<file path="src/rtl/bht_gshare_predictor_if.sv">
// Fetch/execute-side signal bundle for the gshare branch direction predictor.
// master = pipeline driving lookups and resolutions, slave = the predictor.
interface bht_gshare_predictor_if #(
    parameter int IDX_W  = 5,
    parameter int HIST_W = 4
);
    localparam int HW = (HIST_W > 0) ? HIST_W : 1;

    logic             rd_valid;
    logic [IDX_W-1:0] rd_idx;
    logic             pred_taken;
    logic [HW-1:0]    pred_hist;
    logic             upd_en;
    logic [IDX_W-1:0] upd_idx;
    logic [HW-1:0]    upd_hist;
    logic             upd_taken;
    logic             upd_mispredict;

    modport master (
        output rd_valid, rd_idx, upd_en, upd_idx, upd_hist, upd_taken, upd_mispredict,
        input  pred_taken, pred_hist
    );

    modport slave (
        input  rd_valid, rd_idx, upd_en, upd_idx, upd_hist, upd_taken, upd_mispredict,
        output pred_taken, pred_hist
    );
endinterface

</file>
<file path="src/rtl/bht_gshare_predictor.sv">
// Flop-based table of saturating counters with optional gshare history folding.
// Combinational lookup in fetch, counter training and GHR repair from execute.
module bht_gshare_predictor #(
    parameter int IDX_W    = 5,
    parameter int CNT_W    = 2,
    parameter int HIST_W   = 4,
    parameter int INIT_CNT = 1
) (
    input  logic                   clk,
    input  logic                   arst_n,
    bht_gshare_predictor_if.slave  bp
);
    localparam int ENTRIES = 1 << IDX_W;
    localparam int HW      = (HIST_W > 0) ? HIST_W : 1;
    localparam logic [CNT_W-1:0] CNT_MAX = '1;
    localparam logic [CNT_W-1:0] CNT_RST = CNT_W'(INIT_CNT);

    logic [ENTRIES-1:0][CNT_W-1:0] cnt;
    logic [HW-1:0]                 ghr;
    logic [IDX_W-1:0]              ghr_ext, uhist_ext, eidx, uidx;
    logic [CNT_W-1:0]              ucnt, ucnt_nxt, rcnt;
    logic                          hit;

    generate
        if (HIST_W == 0) begin : g_bimodal
            assign ghr       = '0;
            assign ghr_ext   = '0;
            assign uhist_ext = '0;
        end else begin : g_gshare
            logic [HW-1:0] spec_nxt, rep_nxt;
            if (HIST_W == 1) begin : g_h1
                assign spec_nxt = bp.pred_taken;
                assign rep_nxt  = bp.upd_taken;
            end else begin : g_hn
                assign spec_nxt = {ghr[HW-2:0], bp.pred_taken};
                assign rep_nxt  = {bp.upd_hist[HW-2:0], bp.upd_taken};
            end
            assign ghr_ext   = IDX_W'(ghr);
            assign uhist_ext = IDX_W'(bp.upd_hist);

            // Misprediction repair overrides the speculative shift of the same cycle.
            always_ff @(posedge clk or negedge arst_n) begin
                if (!arst_n)                              ghr <= '0;
                else if (bp.upd_en && bp.upd_mispredict)  ghr <= rep_nxt;
                else if (bp.rd_valid)                     ghr <= spec_nxt;
            end
        end
    endgenerate

    assign eidx = bp.rd_idx ^ ghr_ext;
    assign uidx = bp.upd_idx ^ uhist_ext;
    assign ucnt = cnt[uidx];

    always_comb begin
        ucnt_nxt = ucnt;
        if (bp.upd_taken) begin
            if (ucnt != CNT_MAX) ucnt_nxt = ucnt + 1'b1;
        end else begin
            if (ucnt != '0)      ucnt_nxt = ucnt - 1'b1;
        end
    end

    // Same-cycle update to the entry being read is forwarded to the prediction.
    assign hit           = bp.upd_en && (uidx == eidx);
    assign rcnt          = hit ? ucnt_nxt : cnt[eidx];
    assign bp.pred_taken = rcnt[CNT_W-1];
    assign bp.pred_hist  = ghr;

    always_ff @(posedge clk or negedge arst_n) begin
        if (!arst_n) begin
            for (int e = 0; e < ENTRIES; e++) cnt[e] <= CNT_RST;
        end else if (bp.upd_en) begin
            cnt[uidx] <= ucnt_nxt;
        end
    end
endmodule

</file>
<file path="src/flat_wrapper.sv">
// flat-port wrapper written by rule: the top's interface ports become plain ports
module bht_gshare_predictor_flat 
#(
    parameter int IDX_W    = 5,
    parameter int CNT_W    = 2,
    parameter int HIST_W   = 4,
    parameter int INIT_CNT = 1
)
  (clk, arst_n, bp_rd_valid, bp_rd_idx, bp_upd_en, bp_upd_idx, bp_upd_hist, bp_upd_taken, bp_upd_mispredict, bp_pred_taken, bp_pred_hist);
  bht_gshare_predictor_if #(.IDX_W(IDX_W), .HIST_W(HIST_W)) bp_i ();
  input  logic clk;
  input  logic arst_n;
  input wire logic [$bits(bp_i.rd_valid)-1:0] bp_rd_valid;
  input wire logic [$bits(bp_i.rd_idx)-1:0] bp_rd_idx;
  input wire logic [$bits(bp_i.upd_en)-1:0] bp_upd_en;
  input wire logic [$bits(bp_i.upd_idx)-1:0] bp_upd_idx;
  input wire logic [$bits(bp_i.upd_hist)-1:0] bp_upd_hist;
  input wire logic [$bits(bp_i.upd_taken)-1:0] bp_upd_taken;
  input wire logic [$bits(bp_i.upd_mispredict)-1:0] bp_upd_mispredict;
  output wire logic [$bits(bp_i.pred_taken)-1:0] bp_pred_taken;
  output wire logic [$bits(bp_i.pred_hist)-1:0] bp_pred_hist;
  assign bp_i.rd_valid = bp_rd_valid;
  assign bp_i.rd_idx = bp_rd_idx;
  assign bp_i.upd_en = bp_upd_en;
  assign bp_i.upd_idx = bp_upd_idx;
  assign bp_i.upd_hist = bp_upd_hist;
  assign bp_i.upd_taken = bp_upd_taken;
  assign bp_i.upd_mispredict = bp_upd_mispredict;
  assign bp_pred_taken = bp_i.pred_taken;
  assign bp_pred_hist = bp_i.pred_hist;
  bht_gshare_predictor #(.IDX_W(IDX_W), .CNT_W(CNT_W), .HIST_W(HIST_W), .INIT_CNT(INIT_CNT)) u_core (.clk(clk), .arst_n(arst_n), .bp(bp_i));
endmodule
</file>
<file path="config.mk">
export PLATFORM = sky130hd
export DESIGN_NAME = bht_gshare_predictor_flat
export DESIGN_NICKNAME = d
export VERILOG_FILES = /design/src/rtl/bht_gshare_predictor_if.sv /design/src/rtl/bht_gshare_predictor.sv /design/src/flat_wrapper.sv
export SDC_FILE = /design/constraint.sdc
export NUM_CORES = 1
export LEC_CHECK = 0
export ABC_CLOCK_PERIOD_IN_PS = 4100
export BUFFER_PORTS_ARGS = -buffer_cell sky130_fd_sc_hd__buf_2
export CAP_MARGIN = 10
export CORE_ASPECT_RATIO = 1.25
export CORE_MARGIN = 2
export CORE_UTILIZATION = 41
export CTS_BUF_LIST = sky130_fd_sc_hd__clkbuf_4
export DETAILED_ROUTE_END_ITERATION = 8
export SYNTH_ARGS = -nofsm -noshare
export SYNTH_HDL_FRONTEND = slang
export SYNTH_SLANG_ARGS = --single-unit
</file>
<file path="constraint.sdc">
create_clock -name clk -period 4.1 [get_ports clk]
set_input_delay 0.205 -clock clk [delete_from_list [all_inputs] [get_ports clk]]
set_output_delay 0.205 -clock clk [all_outputs]
set_load 0.05 [all_outputs]
</file>
==> impl_metrics.json, run 1 <==
{
  "timing.slew.headroom_pct": 40.4,
  "gpl.final_weighted_congestion": 0.858,
  "port_buffers": 24,
  "cts.htree.levels": 3,
  "yosys.cell_count.top_type": "sky130_fd_sc_hd__nand2_1",
  "startpoint_type": "flop",
  "number_of_global_route_vias_before_repair": 2898,
  "rsz0062_at_grt": "false",
  "power.ir.vdd_worst_mv": 0.146,
  "netlist.top_cell.by_area": "sky130_fd_sc_hd__dfrtp_1",
  "worst-setup-path-type": "reg -> out",
  "syn_nets": 351,
  "grt_antenna_before_repair": 0,
  "detailedPlacementHpwl_um": 6600,
  "power_leakage_nw": 1.71,
  "floorplan.core_area_um2": 9080,
  "drt-met1-wl_um": 4080,
  "post-route-period-util_pct": 83.5,
  "clock_tree.root_cell": "sky130_fd_sc_hd__clkbuf_4",
  "placed_cell_area_um2": 4080,
  "synthCells": 331,
  "met2_wirelength_um": 4550,
  "post-route-drc-count": 0,
  "ratio_of_cells_with_drive_above_1_in_the_final_layout_pct": 39.9,
  "top_signal_layer_used": "met4",
  "num-nets-final": 383,
  "post_synth_main_area_contributors": "sky130_fd_sc_hd__dfrtp_1 (24%), sky130_fd_sc_hd__dfstp_2 (22%), sky130_fd_sc_hd__mux2_2 (13%), sky130_fd_sc_hd__mux4_2 (7.7%), sky130_fd_sc_hd__nand2_1 (5.9%)",
  "detailedPlace.worstSlack_ns": 0.828,
  "cts-hold-fix-buffers": 1,
  "outcome": "finished clean",
  "rows": 39,
  "cp_data_required_time_ns": 3.89,
  "max_slew_violation_count": 0,
  "synthArstFlopShare_pct": 100,
  "drv_cap": 0,
  "fin_worst_skew_ns": 0.00999,
  "netlist.area_leader.share_pct": 23.6,
  "routed-via-count": 2732,
  "postcts_resize_cnt": 0,
  "synth_edf_count": 0,
  "fillCellCount": 868,
  "drt_pre_antenna_iters": 4,
  "clkSinkCount": 68,
  "final.hold.worst_slack_ns": 0.0402,
  "inserted_clock_buffers": 9,
  "fin_ws_ns": 0.675,
  "drt-total-wl_um": 9190,
  "initial_utilization_pct": 42.0,
  "pin_count_of_the_biggest_net_entering_global_routing": 38,
  "cellPowerDensity_nw_per_um2": 575,
  "floorplan.io_pins": 25,
  "route.detailed.wl_per_inst_um": 18.7,
  "dieArea_um2": 10100,
  "endpoint_kind": "output pin",
  "chipHeight_um": 112,
  "synthesis.yosys.warnings": 0,
  "total_grt_usage_pct": 19.5,
  "grt_overflow_total": 0,
  "met3_wirelength_um": 347,
  "tritoncts_clock_tree": "yes",
  "worst_slew_pin_slew_ns": 0.887,
  "final-hold-violation-count": 0,
  "first_pass_grt_wire_length_um": 15300,
  "final_antenna_net_count": 0,
  "route.detailed.vias_per_inst": 5.56,
  "synth.avg_cell_area_um2": 11.5,
  "ys_dominant_reg_cell": "sky130_fd_sc_hd__dfrtp_1",
  "syn-cell-area_um2": 3820,
  "yosysSeqAreaShare_pct": 45.6,
  "ys_seq_elements": 68,
  "worst_skew_pair.late_latency_ns": 0.43,
  "chipWidth_um": 90.3,
  "synth_cell_types": 44,
  "post-route-min-period_ns": 3.43,
  "setup_total_negative_slack_ns": 0,
  "detailedRoute.firstIterationViolations": 179,
  "num_antenna_cells": 0,
  "cts_buffer_depth": 2,
  "max_freq_mhz": 292,
  "syn2layout_area_growth_pct": 9.87,
  "ranking_of_synthesized_cells_by_instance_count": "sky130_fd_sc_hd__nand2_1 (60), sky130_fd_sc_hd__mux2_2 (43), sky130_fd_sc_hd__dfrtp_1 (36)",
  "critical_path.max_fanout": 6,
  "setup_viol_count_final": 0,
  "clk_transition_reported_paths_ns": 0.11,
  "cts_setup_buffers": 0,
  "design_area_um2": 4190,
  "hold_class": "in -> reg",
  "crit_arrival_ns": 3.22
}
## final cells by class
cell class                      instances  area [µm²]  share of cell area (%)
Tap cell                              123         154                    3.67
Multi-Input combinational cell        248        1980                    47.3
Inverter                                1        3.75                  0.0895
Clock buffer                           10        75.1                    1.79
Timing Repair Buffer                   35         205                    4.89
Sequential cell                        68        1740                    41.5
Clock inverter                          6        31.3                   0.746
## power by group
part,switching [mW],internal (mW)
combinational,0.410,0.440
sequential,0.178,1.02
clock,0.240,0.124
total,0.828,1.58
## metrics by stage
| stage | total power, mW | util [%] | instances |
|---|---|---|---|
| final | 2.41 | 46.2 | 491 |
| after global placement | 2.04 | 44.9 | 474 |
| after detailed placement | 2.06 | 44.9 | 474 |
| after global routing | 2.56 | 46.2 | 491 |
| after CTS | 2.43 | 46.2 | 491 |
| after floorplan | 1.81 | - | 331 |
## per-layer routing
metal  GRT usage, %  up-vias
met1           25.2     1388
met3           3.18       13
li1               -     1263
met5              0        -
met2           32.1       68
met4           9.44        0
## cells by family (layout without fill, tap and decap cells)
logic type	after synthesis	in the layout	share of synthesized area (%)
compound gates	39	39	6.33
xor+xnor	17	17	4.30
fa+ha+maj	2	2	0.590
buf+inv	15	52	2.43
flops	68	68	45.6
mux	80	80	28.3
simple gates	110	110	12.4
## path summary, 6_finish.rpt
kind,startpoint,end,slack [ns],depth (start not counted)
max in group asynchronous,arst_n,u_core.cnt[28]$_DFFE_PN1P_,2.76,3
setup / recovery,u_core.bp.pred_hist[2]$_DFFE_PN0P_,bp_pred_taken,0.67,6
min in group asynchronous,arst_n,u_core.cnt[33]$_DFFE_PN0P_,0.38,2
hold / removal,bp_upd_hist[2],u_core.bp.pred_hist[3]$_DFFE_PN0P_,0.04,3
hold reg to reg,u_core.cnt[25]$_DFFE_PN0P_,u_core.cnt[25]$_DFFE_PN0P_,0.52,2
setup reg to reg,u_core.bp.pred_hist[2]$_DFFE_PN0P_,u_core.bp.pred_hist[0]$_DFFE_PN0P_,1.10,6
## flip-flops by register name, indices dropped and copies added, names as in the netlist
signal,flops
u_core.bp.pred_hist,4
u_core.cnt,64
## placed cells by master (no fill, tap or decap), types with 2 or more instances in the layout
cell / Yosys / final
sky130_fd_sc_hd__o22ai_1: 4 / 4
sky130_fd_sc_hd__buf_2: 2 / 24
sky130_fd_sc_hd__dfstp_2: 32 / 32
sky130_fd_sc_hd__buf_4: 1 / 10
sky130_fd_sc_hd__nor2_1: 21 / 21
sky130_fd_sc_hd__nor4_1: 2 / 2
sky130_fd_sc_hd__a21oi_1: 2 / 2
sky130_fd_sc_hd__nand4b_1: 2 / 2
sky130_fd_sc_hd__and2_1: 3 / 3
sky130_fd_sc_hd__clkinv_1: 0 / 4
sky130_fd_sc_hd__o21ai_0: 22 / 22
sky130_fd_sc_hd__mux4_2: 13 / 13
sky130_fd_sc_hd__dfrtp_1: 36 / 36
sky130_fd_sc_hd__mux2i_1: 13 / 13
sky130_fd_sc_hd__mux2_4: 9 / 9
sky130_fd_sc_hd__nor3_1: 5 / 5
sky130_fd_sc_hd__maj3_2: 2 / 2
sky130_fd_sc_hd__nand3_1: 10 / 10
sky130_fd_sc_hd__nand4_1: 3 / 3
sky130_fd_sc_hd__xor2_1: 5 / 5
sky130_fd_sc_hd__clkbuf_4: 0 / 10
sky130_fd_sc_hd__nand2_1: 60 / 60
sky130_fd_sc_hd__a2111oi_0: 2 / 2
sky130_fd_sc_hd__mux2_2: 43 / 43
sky130_fd_sc_hd__xnor2_1: 10 / 10
## critical path, stage by stage (launching register included)
cell                      delay, ns
sky130_fd_sc_hd__dfrtp_1       0.45
sky130_fd_sc_hd__xor2_1        0.66
sky130_fd_sc_hd__mux4_2        0.44
sky130_fd_sc_hd__mux4_2        0.48
sky130_fd_sc_hd__mux2_2        0.26
sky130_fd_sc_hd__mux2_2        0.28
sky130_fd_sc_hd__buf_2         0.21
No activity file was read; power rests on OpenSTA's default activity.
==> inputs of run 2 (changes only) <==
--- a/config.mk
+++ b/config.mk
@@ -5,7 +5,7 @@
 export SDC_FILE = /design/constraint.sdc
 export NUM_CORES = 1
 export LEC_CHECK = 0
-export ABC_CLOCK_PERIOD_IN_PS = 4100
+export ABC_CLOCK_PERIOD_IN_PS = 3100
 export BUFFER_PORTS_ARGS = -buffer_cell sky130_fd_sc_hd__buf_2
 export CAP_MARGIN = 10
 export CORE_ASPECT_RATIO = 1.25
==> constraint.sdc (replaced) <==
create_clock -name clk -period 3.1 [get_ports clk]
set_input_delay 0.155 -clock clk [delete_from_list [all_inputs] [get_ports clk]]
set_output_delay 0.155 -clock clk [all_outputs]
set_load 0.05 [all_outputs]
==> run 2 against run 1 <==
Effect of this change:
- die area did not move
- sequential share of layout area fell by 2.3 points
- global-route usage rose by 0.88 points
- highest routed layer unchanged
- clock power rose by 32%
- non-clock buffer count rose by 20
- largest power group unchanged
- worst setup slack got worse by 0.66 ns
- critical endpoint unchanged
- count of clock-buffer cells in the layout rose by 1
- flip-flop and latch count did not move
- first-iteration DRC count fell by 20%
- largest cell class unchanged
==> impl_metrics.json, run 2 (synthesis results as in run 1) <==
{
  "outcome": "finished clean",
  "switching_share_pct": 33.5,
  "route.detailed.wl_per_inst_um": 18.9,
  "chipHeight_um": 112,
  "drt_pre_antenna_iters": 5,
  "gpl.final_weighted_congestion": 0.849,
  "power_leakage_nw": 1.84,
  "floorplan.io_pins": 25,
  "dieArea_um2": 10100,
  "switching_power_mw": 1.12,
  "clkSinkCount": 68,
  "post-route-drc-count": 0,
  "power.internal_mw": 2.23,
  "first_pass_grt_wire_length_um": 15800,
  "drt-total-wl_um": 9640,
  "detailedRoute.firstIterationViolations": 144,
  "max_slew_violation_count": 0,
  "tritoncts_clock_tree": "yes",
  "cts.htree.levels": 3,
  "initial_utilization_pct": 42.0,
  "number_of_global_route_vias_before_repair": 2917,
  "clock_tree.root_cell": "sky130_fd_sc_hd__clkbuf_4",
  "grt_antenna_before_repair": 0,
  "total_grt_usage_pct": 20.4,
  "final_antenna_net_count": 0,
  "ratio_of_cells_with_drive_above_1_in_the_final_layout_pct": 43.6,
  "comb_power_share_pct": 38.4,
  "setup_viol_count_final": 0,
  "num_antenna_cells": 0,
  "worst-setup-path-type": "reg -> out",
  "detailedPlacementHpwl_um": 6840,
  "final.hold.worst_slack_ns": 0.00240,
  "clk_transition_reported_paths_ns": 0.11,
  "largest_reg_flops": 64,
  "power.sequential.fraction_pct": 47.3,
  "worst_slew_pin_slew_ns": 0.785,
  "pin_count_of_the_biggest_net_entering_global_routing": 35,
  "crit_arrival_ns": 2.93,
  "share_clk_of_total_power_pct": 14.3,
  "cellPowerDensity_nw_per_um2": 753,
  "placed_cell_area_um2": 4220,
  "max_flop_register": "u_core.cnt",
  "rsz0062_at_grt": "true",
  "post-route-period-util_pct": 99.4,
  "route.detailed.vias_per_inst": 5.64,
  "drv_cap": 0,
  "cp_data_required_time_ns": 2.94,
  "startpoint_type": "flop",
  "design_area_um2": 4450,
  "syn2layout_area_growth_pct": 16.6,
  "mostFrequentLayoutCells": "sky130_fd_sc_hd__nand2_1 (60), sky130_fd_sc_hd__mux2_2 (42), sky130_fd_sc_hd__dfrtp_1 (34)",
  "grt_overflow_total": 0,
  "routed-via-count": 2880,
  "leading_cell_type_in_the_layout_fill_and_taps_excluded": "sky130_fd_sc_hd__nand2_1",
  "fin_worst_skew_ns": 0.0160,
  "timing.slew.headroom_pct": 47.7,
  "port_buffers": 24,
  "max_freq_mhz": 324,
  "power.ir.vdd_worst_mv": 0.203,
  "rows": 39,
  "endpoint_kind": "output pin",
  "final-hold-violation-count": 0,
  "floorplan.core_area_um2": 9080,
  "worst_skew_pair.late_latency_ns": 0.44,
  "fin_ws_ns": 0.0179,
  "critical_path.max_fanout": 6,
  "inserted_clock_buffers": 9,
  "num-nets-final": 403,
  "post-route-min-period_ns": 3.08,
  "chipWidth_um": 90.3,
  "detailedPlace.worstSlack_ns": 0.115,
  "hold_class": "in -> reg",
  "cts_buffer_depth": 2
}
-- run 2: cell types whose count changed in the layout (fill, tap and decap cells not counted), moves of 2 or more --
cell / delta
sky130_fd_sc_hd__buf_12: +4
sky130_fd_sc_hd__dfrtp_1: -2
sky130_fd_sc_hd__dlygate4sd3_1: +2
sky130_fd_sc_hd__buf_4: +14
sky130_fd_sc_hd__dfrtp_2: +2
-- run 2: repair_timing --
action                                  in CTS  in global routing
hold endpoints to repair                    22                  0
gates resized for setup                      5                  0
pin swaps                                    2                  2
setup buffers                                6                  1
hold buffers                                 3                  0
endpoints found under the setup margin       1                  1
cloned                                       0                  0
-- run 2: cell type report --
type,count,area (µm²)
repair buffers,55,420
well taps,123,154
multi-input cells,248,2020
clock inverters,5,20.0
inverters,1,3.75
flip-flops and latches,68,1740
fillers,858,4630
clock buffers,11,82.6
-- run 2: metal layers --
metal / part of all wire [%] / global-route usage (%) / wire length (µm)
met1: 44 / 26.1 / 4230
met2: 50 / 33.5 / 4790
met3: 4.3 / 4.19 / 419
met4: 2.1 / 9.13 / 206
met5: 0 / 0 / 0
-- run 2: through the flow --
stage | std cells | setup TNS, ns | power (mW) | utilization, %
5_1_grt | 511 | -0.0383 | 3.54 | 49.0
4_1_cts | 510 | -0.0208 | 3.35 | 48.9
3_5_place_dp | 485 | 0 | 2.77 | 46.5
3_3_place_gp | 485 | 0 | 2.74 | 46.5
6_report | 511 | 0 | 3.35 | 49.0
2_1_floorplan | 331 | 0 | 2.42 | -
-- run 2: power groups by stage --
stage / clock [mW] / sequential, mW / combinational [mW]
2_1_floorplan: 0 / 1.55 / 0.863
3_3_place_gp: 0 / 1.59 / 1.16
3_5_place_dp: 0 / 1.60 / 1.17
4_1_cts: 0.494 / 1.58 / 1.28
5_1_grt: 0.536 / 1.63 / 1.38
6_report: 0.479 / 1.58 / 1.29
-- run 2: critical path, cell delays in order, from the launching register on --
cell	delay [ns]
sky130_fd_sc_hd__dfrtp_2	0.46
sky130_fd_sc_hd__xnor2_4	0.16
sky130_fd_sc_hd__buf_12	0.15
sky130_fd_sc_hd__mux4_2	0.54
sky130_fd_sc_hd__mux4_2	0.45
sky130_fd_sc_hd__mux2_2	0.28
sky130_fd_sc_hd__mux2_4	0.29
sky130_fd_sc_hd__buf_8	0.15
-- run 2: worst paths after layout --
path	depth (start not counted)	slack, ns	start	end
min in group asynchronous	2	0.33	arst_n	u_core.cnt[31]$_DFFE_PN0P_
setup / recovery	7	0.02	u_core.bp.pred_hist[0]$_DFFE_PN0P_	bp_pred_taken
hold reg to reg	2	0.50	u_core.cnt[13]$_DFFE_PN0P_	u_core.cnt[13]$_DFFE_PN0P_
setup reg to reg	8	0.21	u_core.bp.pred_hist[0]$_DFFE_PN0P_	u_core.bp.pred_hist[0]$_DFFE_PN0P_
max in group asynchronous	3	1.95	arst_n	u_core.cnt[8]$_DFFE_PN1P_
hold / removal	3	0.002	bp_upd_hist[2]	u_core.bp.pred_hist[3]$_DFFE_PN0P_
==> inputs of run 3 (changes only) <==
--- a/config.mk
+++ b/config.mk
@@ -5,14 +5,15 @@
 export SDC_FILE = /design/constraint.sdc
 export NUM_CORES = 1
 export LEC_CHECK = 0
-export ABC_CLOCK_PERIOD_IN_PS = 3100
+export ABC_CLOCK_PERIOD_IN_PS = 2660
 export BUFFER_PORTS_ARGS = -buffer_cell sky130_fd_sc_hd__buf_2
 export CAP_MARGIN = 10
 export CORE_ASPECT_RATIO = 1.25
 export CORE_MARGIN = 2
-export CORE_UTILIZATION = 41
+export CORE_UTILIZATION = 57
 export CTS_BUF_LIST = sky130_fd_sc_hd__clkbuf_4
 export DETAILED_ROUTE_END_ITERATION = 8
+export PLACE_DENSITY = 0.79
 export SYNTH_ARGS = -nofsm -noshare
 export SYNTH_HDL_FRONTEND = slang
 export SYNTH_SLANG_ARGS = --single-unit
==> constraint.sdc (replaced) <==
create_clock -name clk -period 2.66 [get_ports clk]
set_input_delay 0.133 -clock clk [delete_from_list [all_inputs] [get_ports clk]]
set_output_delay 0.133 -clock clk [all_outputs]
set_load 0.05 [all_outputs]
==> run 3 against run 2 <==
Effect of this change:
- the flow now finishes with violations (setup timing)
- count of clock-buffer cells in the layout unchanged
- first-iteration DRC count up 120%
- non-clock buffer count up 19
- sequential share of layout area down 1.3 points
- combinational power up 19%
- worst setup slack worse by 0.44 ns
- register-to-register slack worse by 0.33 ns
- clock power up 37%
- via count up 4.9%
- die area down 27%
- critical endpoint unchanged
- largest power group unchanged
- highest routed layer unchanged
==> impl_metrics.json, run 3 (synthesis results as in run 1) <==
{
  "post-route-min-period_ns": 3.08,
  "inserted_clock_buffers": 9,
  "finalCoreUtilization_pct": 70.5,
  "dieArea_um2": 7370,
  "power_leakage_nw": 1.96,
  "tritoncts_clock_tree": "yes",
  "crit_chain": "xnor2_4, buf_12, mux4_2, mux4_2, mux2_4, mux2_4, buf_8",
  "setup_total_negative_slack_ns": -0.541,
  "post-route-period-util_pct": 116,
  "chipWidth_um": 77.2,
  "gpl.final_weighted_congestion": 0.961,
  "route.detailed.vias_per_inst": 6.11,
  "max_freq_mhz": 324,
  "failed_checks": "setup timing",
  "max_flop_register": "u_core.cnt",
  "rsz0062_at_grt": "true",
  "fin_worst_skew_ns": 0.0186,
  "routed-via-count": 3020,
  "floorplan.io_pins": 25,
  "outcome": "finished, violations left",
  "initial_utilization_pct": 58.5,
  "drv_cap": 0,
  "port_buffers": 24,
  "endpoint_kind": "output pin",
  "overall_power_consumption_mw": 4.09,
  "startpoint_type": "flop",
  "first_pass_grt_wire_length_um": 15900,
  "largest_reg_flops": 64,
  "syn2layout_area_growth_pct": 20.5,
  "leading_cell_type_in_the_layout_fill_and_taps_excluded": "sky130_fd_sc_hd__nand2_1",
  "pin_count_of_the_biggest_net_entering_global_routing": 48,
  "post-route-drc-count": 0,
  "cp-startpoint": "u_core.bp.pred_hist[0]$_DFFE_PN0P_",
  "cts_buffer_depth": 2,
  "route.detailed.wl_per_inst_um": 19.5,
  "max_slew_violation_count": 0,
  "cp_peak_stage_delay_ns": 0.52,
  "worst-setup-path-type": "reg -> out",
  "design_area_um2": 4600,
  "power.ir.vdd_worst_mv": 0.470,
  "grt_antenna_before_repair": 0,
  "critical_path.max_fanout": 5,
  "placed_cell_area_um2": 4390,
  "setup_viol_count_final": 2,
  "final_antenna_net_count": 0,
  "number_of_global_route_vias_before_repair": 3110,
  "critPathSlowestCell": "sky130_fd_sc_hd__mux4_2",
  "hold_class": "in -> reg",
  "worst_slew_pin_slew_ns": 0.585,
  "drt_pre_antenna_iters": 5,
  "fillCellCount": 454,
  "timing.hold.worst.start": "bp_upd_hist[0]",
  "final.hold.worst_slack_ns": 0.0934,
  "mostFrequentLayoutCells": "sky130_fd_sc_hd__nand2_1 (60), sky130_fd_sc_hd__buf_4 (42), sky130_fd_sc_hd__mux2_2 (41)",
  "rr_startpoint": "u_core.bp.pred_hist[0]$_DFFE_PN0P_",
  "clock_tree.root_cell": "sky130_fd_sc_hd__clkbuf_4",
  "timing.slew.headroom_pct": 61.0,
  "num_antenna_cells": 0,
  "cts.htree.levels": 3,
  "floorplan.core_area_um2": 6520,
  "fin_ws_ns": -0.424,
  "clkSinkCount": 68,
  "drt-total-wl_um": 9620,
  "chipHeight_um": 95.5,
  "ratio_of_cells_with_drive_above_1_in_the_final_layout_pct": 47.2,
  "worst_skew_pair.late_latency_ns": 0.42,
  "final-hold-violation-count": 0,
  "detailedRoute.firstIterationViolations": 323,
  "num-nets-final": 422,
  "grt_overflow_total": 0,
  "detailedPlacementHpwl_um": 7200,
  "cellPowerDensity_nw_per_um2": 890,
  "crit_arrival_ns": 2.95,
  "rows": 33,
  "clk_transition_reported_paths_ns": 0.11,
  "cp_data_required_time_ns": 2.53,
  "total_grt_usage_pct": 28.5
}
-- run 3: layout make-up --
| class | count | area (µm²) | share of cell area [%] |
|---|---|---|---|
| clock buffer | 11 | 82.6 | 1.80 |
| clock inverter | 5 | 52.6 | 1.14 |
| inverter | 1 | 3.75 | 0.0817 |
| multi-input combinational | 248 | 2040 | 44.4 |
| sequential | 68 | 1740 | 37.9 |
| tap | 87 | 109 | 2.37 |
| timing repair buffer | 74 | 566 | 12.3 |
-- run 3: report_power, final --
group	switching, mW	leakage, nW	total, mW	internal (mW)
Combinational	0.680	1.07	1.54	0.864
Clock	0.353	0.0782	0.657	0.304
Sequential	0.316	0.804	1.89	1.58
Total	1.35	1.96	4.09	2.74
-- run 3: final timing paths --
check                                                      to  slack (ns)  cells past startpoint
max                                             bp_pred_taken       -0.42                      7
min                        u_core.bp.pred_hist[1]$_DFFE_PN0P_        0.09                      4
max reg2reg                u_core.bp.pred_hist[0]$_DFFE_PN0P_       -0.12                      7
min reg2reg                        u_core.cnt[29]$_DFFE_PN0P_        0.53                      2
max in group asynchronous          u_core.cnt[43]$_DFFE_PN0P_        1.91                      3
min in group asynchronous  u_core.bp.pred_hist[2]$_DFFE_PN0P_        0.21                      3
-- run 3: repair_timing --
action / CTS / global route
pin swaps: 3 / 1
hold buffers: 4 / 0
setup buffers: 2 / 0
setup endpoints to repair: 2 / 18
resized for setup: 4 / 1
hold endpoints to repair: 47 / 0
-- run 3: stage by stage --
step	std cells	worst slack [ns]
floorplan	331	-0.279
global placement	472	-0.123
detailed placement	472	-0.113
CTS	494	-0.416
global route	494	-0.471
finish	494	-0.424
-- run 3: worst max-delay path: cells and delay by family (launching register included) --
| family | cells | cell delay [ns] |
|---|---|---|
| mux | 4 | 1.56 |
| flops | 1 | 0.48 |
| buf+inv | 2 | 0.29 |
| xor+xnor | 1 | 0.18 |
-- run 3: layer usage --
layer	global-route usage, %	vias to the layer above	routed length (µm)
met2	47.5	154	4600
li1	-	1347	-
met1	34.9	1470	3900
met5	0	-	0
met4	14.7	0	496
met3	6.44	49	623
